`src/rtl/i2c_dac_pkg.sv`:
```
// Shared types and constants for the I2C DAC command sequencer.
package i2c_dac_pkg;

  typedef enum logic [2:0] {IDLE, START, BIT, ACK, STOP, GAP} state_t;

  localparam logic [3:0] CMD_NIBBLE   = 4'b0011;
  localparam logic [3:0] BCAST_CH     = 4'hF;
  localparam int         FRAME_PHASES = 156;

endpackage

```
`src/rtl/i2c_cmd_fifo.sv`:
```
// Synchronous first-word-fall-through queue; pushes while full are dropped.
module i2c_cmd_fifo #(
  parameter int DEPTH = 4,
  parameter int WIDTH = 8
) (
  input  logic             clk_in,
  input  logic             reset_in,
  input  logic             wr_en,
  input  logic [WIDTH-1:0] wr_data,
  output logic             full,
  input  logic             rd_en,
  output logic [WIDTH-1:0] rd_data,
  output logic             empty
);

  localparam int AW = $clog2(DEPTH);

  logic [WIDTH-1:0] mem [DEPTH];
  logic [AW:0]      wr_ptr;
  logic [AW:0]      rd_ptr;
  logic             push;
  logic             pop;

  assign push    = wr_en && !full;
  assign pop     = rd_en && !empty;
  assign empty   = (wr_ptr == rd_ptr);
  assign full    = (wr_ptr[AW] != rd_ptr[AW]) && (wr_ptr[AW-1:0] == rd_ptr[AW-1:0]);
  assign rd_data = mem[rd_ptr[AW-1:0]];

  // NOTE: registers use <= so every flop samples the pre-edge values of its peers.
  always_ff @(posedge clk_in) begin
    if (reset_in) begin
      wr_ptr <= '0;
      rd_ptr <= '0;
    end else begin
      if (push) wr_ptr <= wr_ptr + 1'b1;
      if (pop)  rd_ptr <= rd_ptr + 1'b1;
    end
  end

  // NOTE: storage is not reset; the pointers alone decide which entries are valid.
  always_ff @(posedge clk_in) begin
    if (push) mem[wr_ptr[AW-1:0]] <= wr_data;
  end

endmodule

```
`src/rtl/i2c_dac_sequencer.sv`:
```
// Queues DAC commands and emits each as a 4-byte I2C write frame with ACK checking.
module i2c_dac_sequencer
  import i2c_dac_pkg::*;
#(
  parameter int         CLK_DIV    = 25,
  parameter int         FIFO_DEPTH = 4,
  parameter logic [6:0] ADDR_BASE  = 7'b0001100,
  parameter int         VOL_W      = 12
) (
  input  logic             clk_in,
  input  logic             reset_in,
  input  logic             cmd_valid,
  output logic             cmd_ready,
  input  logic             cmd_chip,
  input  logic [3:0]       cmd_ch,
  input  logic [VOL_W-1:0] cmd_vol,
  output logic             scl_oe,
  output logic             sda_oe,
  input  logic             sda_in,
  output logic             busy,
  output logic             done,
  output logic             nack_err
);

  localparam int CMD_W = 1 + 4 + VOL_W;
  localparam int DW    = $clog2(CLK_DIV);

  logic [CMD_W-1:0] q_data;
  logic             q_full;
  logic             q_empty;
  logic             pop;

  state_t           state;
  logic [DW-1:0]    div_cnt;
  logic [1:0]       phase;
  logic [2:0]       bit_cnt;
  logic [1:0]       byte_cnt;
  logic [31:0]      shreg;
  logic             nack_q;
  logic             phase_end;
  logic             slot_end;
  logic [15:0]      vol16;
  logic [31:0]      frame;

  assign pop       = (state == IDLE) && !q_empty;
  assign cmd_ready = !q_full;
  assign busy      = (state != IDLE) || !q_empty;

  i2c_cmd_fifo #(
    .DEPTH (FIFO_DEPTH),
    .WIDTH (CMD_W)
  ) u_fifo (
    .clk_in   (clk_in),
    .reset_in (reset_in),
    .wr_en    (cmd_valid),
    .wr_data  ({cmd_chip, cmd_ch, cmd_vol}),
    .full     (q_full),
    .rd_en    (pop),
    .rd_data  (q_data),
    .empty    (q_empty)
  );

  // The DAC code is left-justified into the two data bytes.
  assign vol16 = 16'(q_data[VOL_W-1:0]) << (16 - VOL_W);
  assign frame = {ADDR_BASE[6:1], q_data[CMD_W-1], 1'b0, CMD_NIBBLE, q_data[VOL_W+3:VOL_W], vol16};

  assign phase_end = (div_cnt == DW'(CLK_DIV - 1));
  assign slot_end  = phase_end && (phase == 2'd3);

  always_ff @(posedge clk_in) begin
    if (reset_in) begin
      state    <= IDLE;
      div_cnt  <= '0;
      phase    <= '0;
      bit_cnt  <= '0;
      byte_cnt <= '0;
      shreg    <= '0;
      nack_q   <= 1'b0;
    end else if (state == IDLE) begin
      div_cnt <= '0;
      phase   <= '0;
      if (!q_empty) begin
        state    <= START;
        shreg    <= frame;
        bit_cnt  <= '0;
        byte_cnt <= '0;
        nack_q   <= 1'b0;
      end
    end else begin
      div_cnt <= phase_end ? '0 : div_cnt + 1'b1;
      if (phase_end) phase <= phase + 1'b1;
      // The slave's answer is taken at the very end of the SCL-high window.
      if (state == ACK && phase == 2'd2 && phase_end) nack_q <= sda_in;
      if (slot_end) begin
        case (state)
          START: state <= BIT;
          BIT: begin
            shreg   <= {shreg[30:0], 1'b0};
            bit_cnt <= bit_cnt + 1'b1;
            if (bit_cnt == 3'd7) state <= ACK;
          end
          ACK: begin
            if (nack_q || byte_cnt == 2'd3) begin
              state <= STOP;
            end else begin
              state    <= BIT;
              byte_cnt <= byte_cnt + 1'b1;
            end
          end
          STOP:    state <= GAP;
          default: state <= IDLE;
        endcase
      end
    end
  end

  // NOTE: both outputs get a default first so no path leaves them unassigned (no latch).
  always_comb begin
    scl_oe = 1'b0;
    sda_oe = 1'b0;
    case (state)
      START: begin
        sda_oe = 1'b1;
        scl_oe = (phase == 2'd3);
      end
      BIT: begin
        sda_oe = !shreg[31];
        scl_oe = (phase == 2'd0) || (phase == 2'd3);
      end
      ACK:  scl_oe = (phase == 2'd0) || (phase == 2'd3);
      STOP: begin
        sda_oe = (phase != 2'd3);
        scl_oe = (phase == 2'd0);
      end
      default: ;
    endcase
  end

  assign done     = (state == GAP) && slot_end && !nack_q;
  assign nack_err = (state == GAP) && slot_end && nack_q;

endmodule

```
`config.mk`:
```
export PLATFORM = sky130hd
export DESIGN_NAME = i2c_dac_sequencer
export DESIGN_NICKNAME = d
export VERILOG_FILES = /design/src/rtl/i2c_dac_pkg.sv /design/src/rtl/i2c_cmd_fifo.sv /design/src/rtl/i2c_dac_sequencer.sv
export SDC_FILE = /design/constraint.sdc
export NUM_CORES = 1
export LEC_CHECK = 0
export ABC_AREA = 1
export BUFFER_PORTS_ARGS = -buffer_cell sky130_fd_sc_hd__buf_2
export CORE_MARGIN = 5
export CORE_UTILIZATION = 65
export CTS_CLUSTER_DIAMETER = 50
export CTS_CLUSTER_SIZE = 25
export DETAILED_ROUTE_END_ITERATION = 16
export GPL_ROUTABILITY_DRIVEN = 0
export PLACE_DENSITY = 0.84
export RECOVER_POWER = 50
export SETUP_SLACK_MARGIN = 0.2
export SKIP_CTS_REPAIR_TIMING = 1
export SYNTH_ARGS = -nofsm -noshare
export SYNTH_HDL_FRONTEND = slang
export SYNTH_SLANG_ARGS = --single-unit
export TNS_END_PERCENT = 30
```
`constraint.sdc`:
```
create_clock -name clk_in -period 4.7 [get_ports clk_in]
set_input_delay 0.705 -clock clk_in [delete_from_list [all_inputs] [get_ports clk_in]]
set_output_delay 0.705 -clock clk_in [all_outputs]
set_load 0.1 [all_outputs]
```
* Word level (Yosys, flattened, before mapping)
Memories as Yosys holds them, arrays and structs flattened. A register that Yosys moved wholly into a read port is not among the register bits. Cells that the tools add are included.
Word-level totals: register bits after elaboration 54, input bits 21, memory bits (writable) 68, output and inout port bits 6, memories 1
Memories:
- u_fifo.mem | depth 4, bits a word 17, rd ports 1, clocked after memory_dff 1, write ports 1, RTL line i2c_cmd_fifo.sv:18 | logic [WIDTH-1:0] mem [DEPTH];
Operators by class: reductions and logical operators 31, mux-type cells 28, add/subtract/negate cells 6, equal/unequal tests 17
Operators by type and width (number):
- $mux 32 | 4
- $mux 3 | 9
- $mux 2 | 7
- $pmux 3 s4 | 1
- $logic_and 1x1->1 | 10
- $add 3x1->3 const B | 3
- $eq 3x3->1 const B | 3
- $reduce_bool 2->1 | 4
- $eq 2x2->1 const B | 3
- $eq 3x2->1 const B | 2
- $ne 2x2->1 const B | 3
- $pmux 1 s3 | 2
- $reduce_and 3->1 | 2
- $add 5x1->5 const B | 1
- $eq 5x5->1 const B | 1
- $mux 1 | 5
- $add 2x1->2 const B | 2
- $logic_not 1->1 | 4
- $reduce_and 4->1 | 1
- $reduce_or 2->1 | 2
- $eq 3x1->1 const B | 1
- $eq 3x3->1 | 1
- $logic_not 3->1 | 1
- $logic_or 1x1->1 | 3
- 7 further kinds | 7

* Logic depth before layout (Yosys ltp)
depth after elaboration 6, gate-level depth with buffers 11

* Modules after synthesis
A second synthesis with hierarchy kept.
Second synthesis, totals: cell total of the unflattened synthesis 616, area, all modules 5429.0 um^2
Modules (own cells, without submodules):
- i2c_cmd_fifo | instances 1, area each 3041.7 um^2, cells an instance 240
- i2c_dac_sequencer | instances 1, area each 2387.3 um^2, cells an instance 376

* Worst setup path after synthesis
Ideal clock, no wire load.
path type reg2reg, start reg u_fifo.wr_ptr[0], end mem u_fifo.mem[0][0] in the netlist's numbering (enable), library setup time 391 ps, arrival time 2602 ps, setup slack 1707 ps, required time 4309 ps, cell stages (with the launch flop) 7, path through dfxtp_1 > inv_1 > nand2_1 > nand2_1 > nand4_1 > nand2_1 > nor2_1
Between the ends: longest elaborated chain between the ends 6
RTL lines:
- start: declaration | RTL line i2c_cmd_fifo.sv:19 | logic [AW:0] wr_ptr;
- start signal: assignment | RTL line i2c_cmd_fifo.sv:36 | if (push) wr_ptr <= wr_ptr + 1'b1;
- $eq 2x2->1 | RTL line i2c_cmd_fifo.sv:27 | assign full = (wr_ptr[AW] != rd_ptr[AW]) && (wr_ptr[AW-1:0] == rd_ptr[AW-1:0]);
- $logic_and 1x1->1 | RTL line i2c_cmd_fifo.sv:27
- $logic_not 1->1
- net cmd_ready | RTL line i2c_dac_sequencer.sv:13 | output logic cmd_ready,
- $logic_and 1x1->1 | RTL line i2c_cmd_fifo.sv:24 | assign push = wr_en && !full;
- $mux 1 | RTL line i2c_cmd_fifo.sv:43 | if (push) mem[wr_ptr[AW-1:0]] <= wr_data;
- $mux 1 (not written as such) | RTL line i2c_cmd_fifo.sv:43
- end: declaration | RTL line i2c_cmd_fifo.sv:18
The timed path passes the listed nets, and every way through them passes these cells.

* Final worst setup path
start reg state[1], end out busy
Between the ends: longest elaborated chain between the ends 2
RTL lines:
- start: declaration | RTL line i2c_dac_sequencer.sv:33 | state_t state;
- start signal: assignment | RTL line i2c_dac_sequencer.sv:72 | state <= IDLE;
- start signal: assignment | RTL line i2c_dac_sequencer.sv:83 | state <= START;
- start signal: assignment | RTL line i2c_dac_sequencer.sv:96 | START: state <= BIT;
- $reduce_bool 3->1 | RTL line i2c_dac_sequencer.sv:47 | assign busy = (state != IDLE) || !q_empty;
- $logic_or 1x1->1 | RTL line i2c_dac_sequencer.sv:47
- end: declaration | RTL line i2c_dac_sequencer.sv:20 | output logic busy,
No other way between the ends.

==> run_results.csv <==
group,metric,value,unit
global_route,antenna_found_initial,0,
timing,max_slew_margin,27.8,%
clock_tree,cts-root-buf,"clkbuf_8",
logic_synthesis,avgSynthCellArea,8.56,um2
hold_path,hold_path.class,"in -> reg",
layout,final_cell_mix,"163 x nand2_1, 142 x nor2_1, 68 x edfxtp_1, 58 x inv_1, 52 x dfxtp_1",
layout,n_antenna_cell,0,
logic_synthesis,yosys_register_bits,120,
logic_synthesis,synth_area,5370,um2
layout,multiInputGateArea,1900,um2
die,fp.dieW,101,um
layout,area_growth,13.0,%
detailed_routing,dr.pass1.iters,5,
worst_setup_path,critPathSlowestCell,"nand2_1",
timing,finalMaxSlewViolations,0,
layout,design_area,6070,um2
global_route,grt_usage,22.6,%
layout,drive_gt1_share,7.67,%
layout,fin_cells,770,
die,die_area,10200,um2
timing,fin_crit,3600,ps
timing,tightestPinTransition,1080,ps
detailed_routing,drt.antenna.violating_nets,0,
timing,holdWs,437,ps
worst_setup_path,crit_path_start_kind,"register",
worst_setup_path,worstPathArrival,2890,ps
worst_setup_path,path_buf_inv,2,
global_route,grt_max_degree,51,
worst_setup_path,max_stage_delay,530,ps
timing,skew,7.32,ps
timing,rsz0062_at_grt,"no",
worst_setup_path,criticalPathCategory,"reg -> out",
clock_tree,clock_path_buffers,2,
clock_tree,path_clk_slew,60,ps
flow_run,drv_cap,0,
clock_tree,cts_tree,"done",
worst_setup_path,crit_chain,"nor2_1, nand2_1, inv_4, nand4_4, buf_2",
worst_setup_path,crit_required,3990,ps
die,core,8130,um2
clock_tree,cts.sinks,120,
layout,mostFrequentLayoutCell,"nand2_1",
placement,preCtsSetupSlack,2040,ps
logic_synthesis,syn_nets,661,
power,p_leak,2.56,nW
detailed_routing,totalWireLength,10600,um
timing,hold_violations,0,
placement,io_buffers,26,
global_route,overflow,0,
logic_synthesis,synth-seq-area-share,57.4,%
detailed_routing,vias,4056,
power,ir_worst_vdd,0.000402,V
layout,ff_latch_area,3080,um2
logic_synthesis,synthesis.instances,627,
detailed_routing,drcViolationCount,0,
worst_setup_path,worstPathMaxFanout,27,
global_route,grt_pass1_wl,17800,um
placement,place_area,5530,um2
timing,fin_ws,1100,ps
timing,setup_violations,0,
timing,min_period_over_period,76.5,%
layout,n_fill_cell,556,
placement,place_hpwl,6330,um
global_route,grt_pass1_vias,3870,
worst_setup_path,cp-end-kind,"primary output",
timing,tns,0,ps
clock_tree,numCtsBuffers,17,
die,ios,27,
clock_tree,clock_latency,520,ps
timing,fmax,278,MHz
clock_tree,cts-htree-levels,4,
detailed_routing,routedWlPerCell,13.8,um
placement,dp_cells,738,
die,rows,33,
status,status,"finished, final reports clean",
layout,num-nets-final,686,
die,start_util,66.0,%
logic_synthesis,ys.warnings.count,0,
die,die_h,101,um
power,powerDensity,721,nW/um2
worst_setup_path,critPathTopFamily,"simple AND/OR/NAND/NOR gates",
detailed_routing,drtIter0Drc,316,
logic_synthesis,synthDistinctLibCells,32,
detailed_routing,vias_per_cell,5.27,
## power by group
part / leakage, nW / switching (W) / internal [W]
combinational: 1.23 / 0.00126 / 0.000468
clock: 0.278 / 0.000489 / 0.000766
sequential: 1.05 / 0.000113 / 0.00128
## final timing paths
kind                    from                to  slack [ps]  cells after the start
hold / removal    cmd_vol[6]  u_fifo.mem[1][6]         440                      1
setup reg to reg    state[1]         shreg[13]        1820                      8
setup / recovery    state[1]              busy        1100                      5
hold reg to reg   bit_cnt[2]        bit_cnt[2]         470                      2
## worst reg2reg max path, delay by kind of cell, from the launching register on
family                 cells  cell delay [ps]
buffers and inverters      1              480
AND/OR/NAND/NOR            7             1880
flip-flops                 1              420
## cell usage after synthesis
cell type    n  share of area (%)
nand2_1    162                 11
nor2_1     141                9.9
edfxtp_1    68                 38
inv_1       58                4.1
dfxtp_1     52                 19
o21ai_0     40                3.7
a21oi_1     21                2.0
nand3_1     19                1.8
ha_1        13                3.0
clkbuf_1    10               0.70
buf_2        9               0.84
nand4_1      5               0.58
buf_4        3               0.42
buf_6        3               0.63
xor2_1       3               0.49
inv_2        2               0.14
nor2_4       2               0.42
o221ai_1     2               0.33
a21oi_4      1               0.30
and3_1       1               0.12
clkinv_1     1              0.070
inv_4        1               0.12
nand2_2      1               0.12
nand2_4      1               0.21
nand3_2      1               0.19
nand3b_1     1               0.14
nand4_4      1               0.40
nor3b_1      1               0.14
o22ai_1      1               0.12
o31ai_1      1               0.14
or2_2        1               0.12
xnor2_1      1               0.16
## logic make-up (layout without fill, tap and decap cells)
group                      count (synthesis)  in the layout  share of synthesized area (%)
AOI/OAI and AO/OA                         66             66                           6.57
xor gates and xnor gates                   4              4                          0.652
adders and majority gates                 13             13                           3.03
buffers and inverters                     87            125                           6.97
DFF                                      120            120                           57.4
and+or+nand+nor                          337            337                           25.4
## state kept, by name, summed over array words and instances, names as in the netlist, named ones only
| signal | cells |
|---|---|
| shreg | 28 |
| u_fifo.mem | 68 |
| nack_q | 1 |
| byte_cnt | 2 |
| u_fifo.wr_ptr | 3 |
| div_cnt | 5 |
| bit_cnt | 3 |
| u_fifo.rd_ptr | 3 |
| state | 3 |
| phase | 2 |
## final cells by class
type	count	area share (%)
clock buffer	18	6.88
clock inverter	14	2.68
inverter	62	3.87
multi-input combinational	420	31.3
sequential	120	50.8
tap	105	2.16
timing repair buffer	31	2.27
## through the flow
step           total power [W]  util, %
5_1_grt                0.00471     74.6
4_1_cts                0.00439     75.1
3_3_place_gp           0.00303     68.0
3_5_place_dp           0.00310     68.0
6_report               0.00438     74.6
2_1_floorplan          0.00288        -
## per-layer routing
layer | routed length [um] | global-route usage (%)
met1 | 4390 | 26.7
met3 | 491 | 6.30
met2 | 5550 | 39.0
met5 | 0 | 0
met4 | 192 | 9.10
Power figures use the tool's default switching activity.
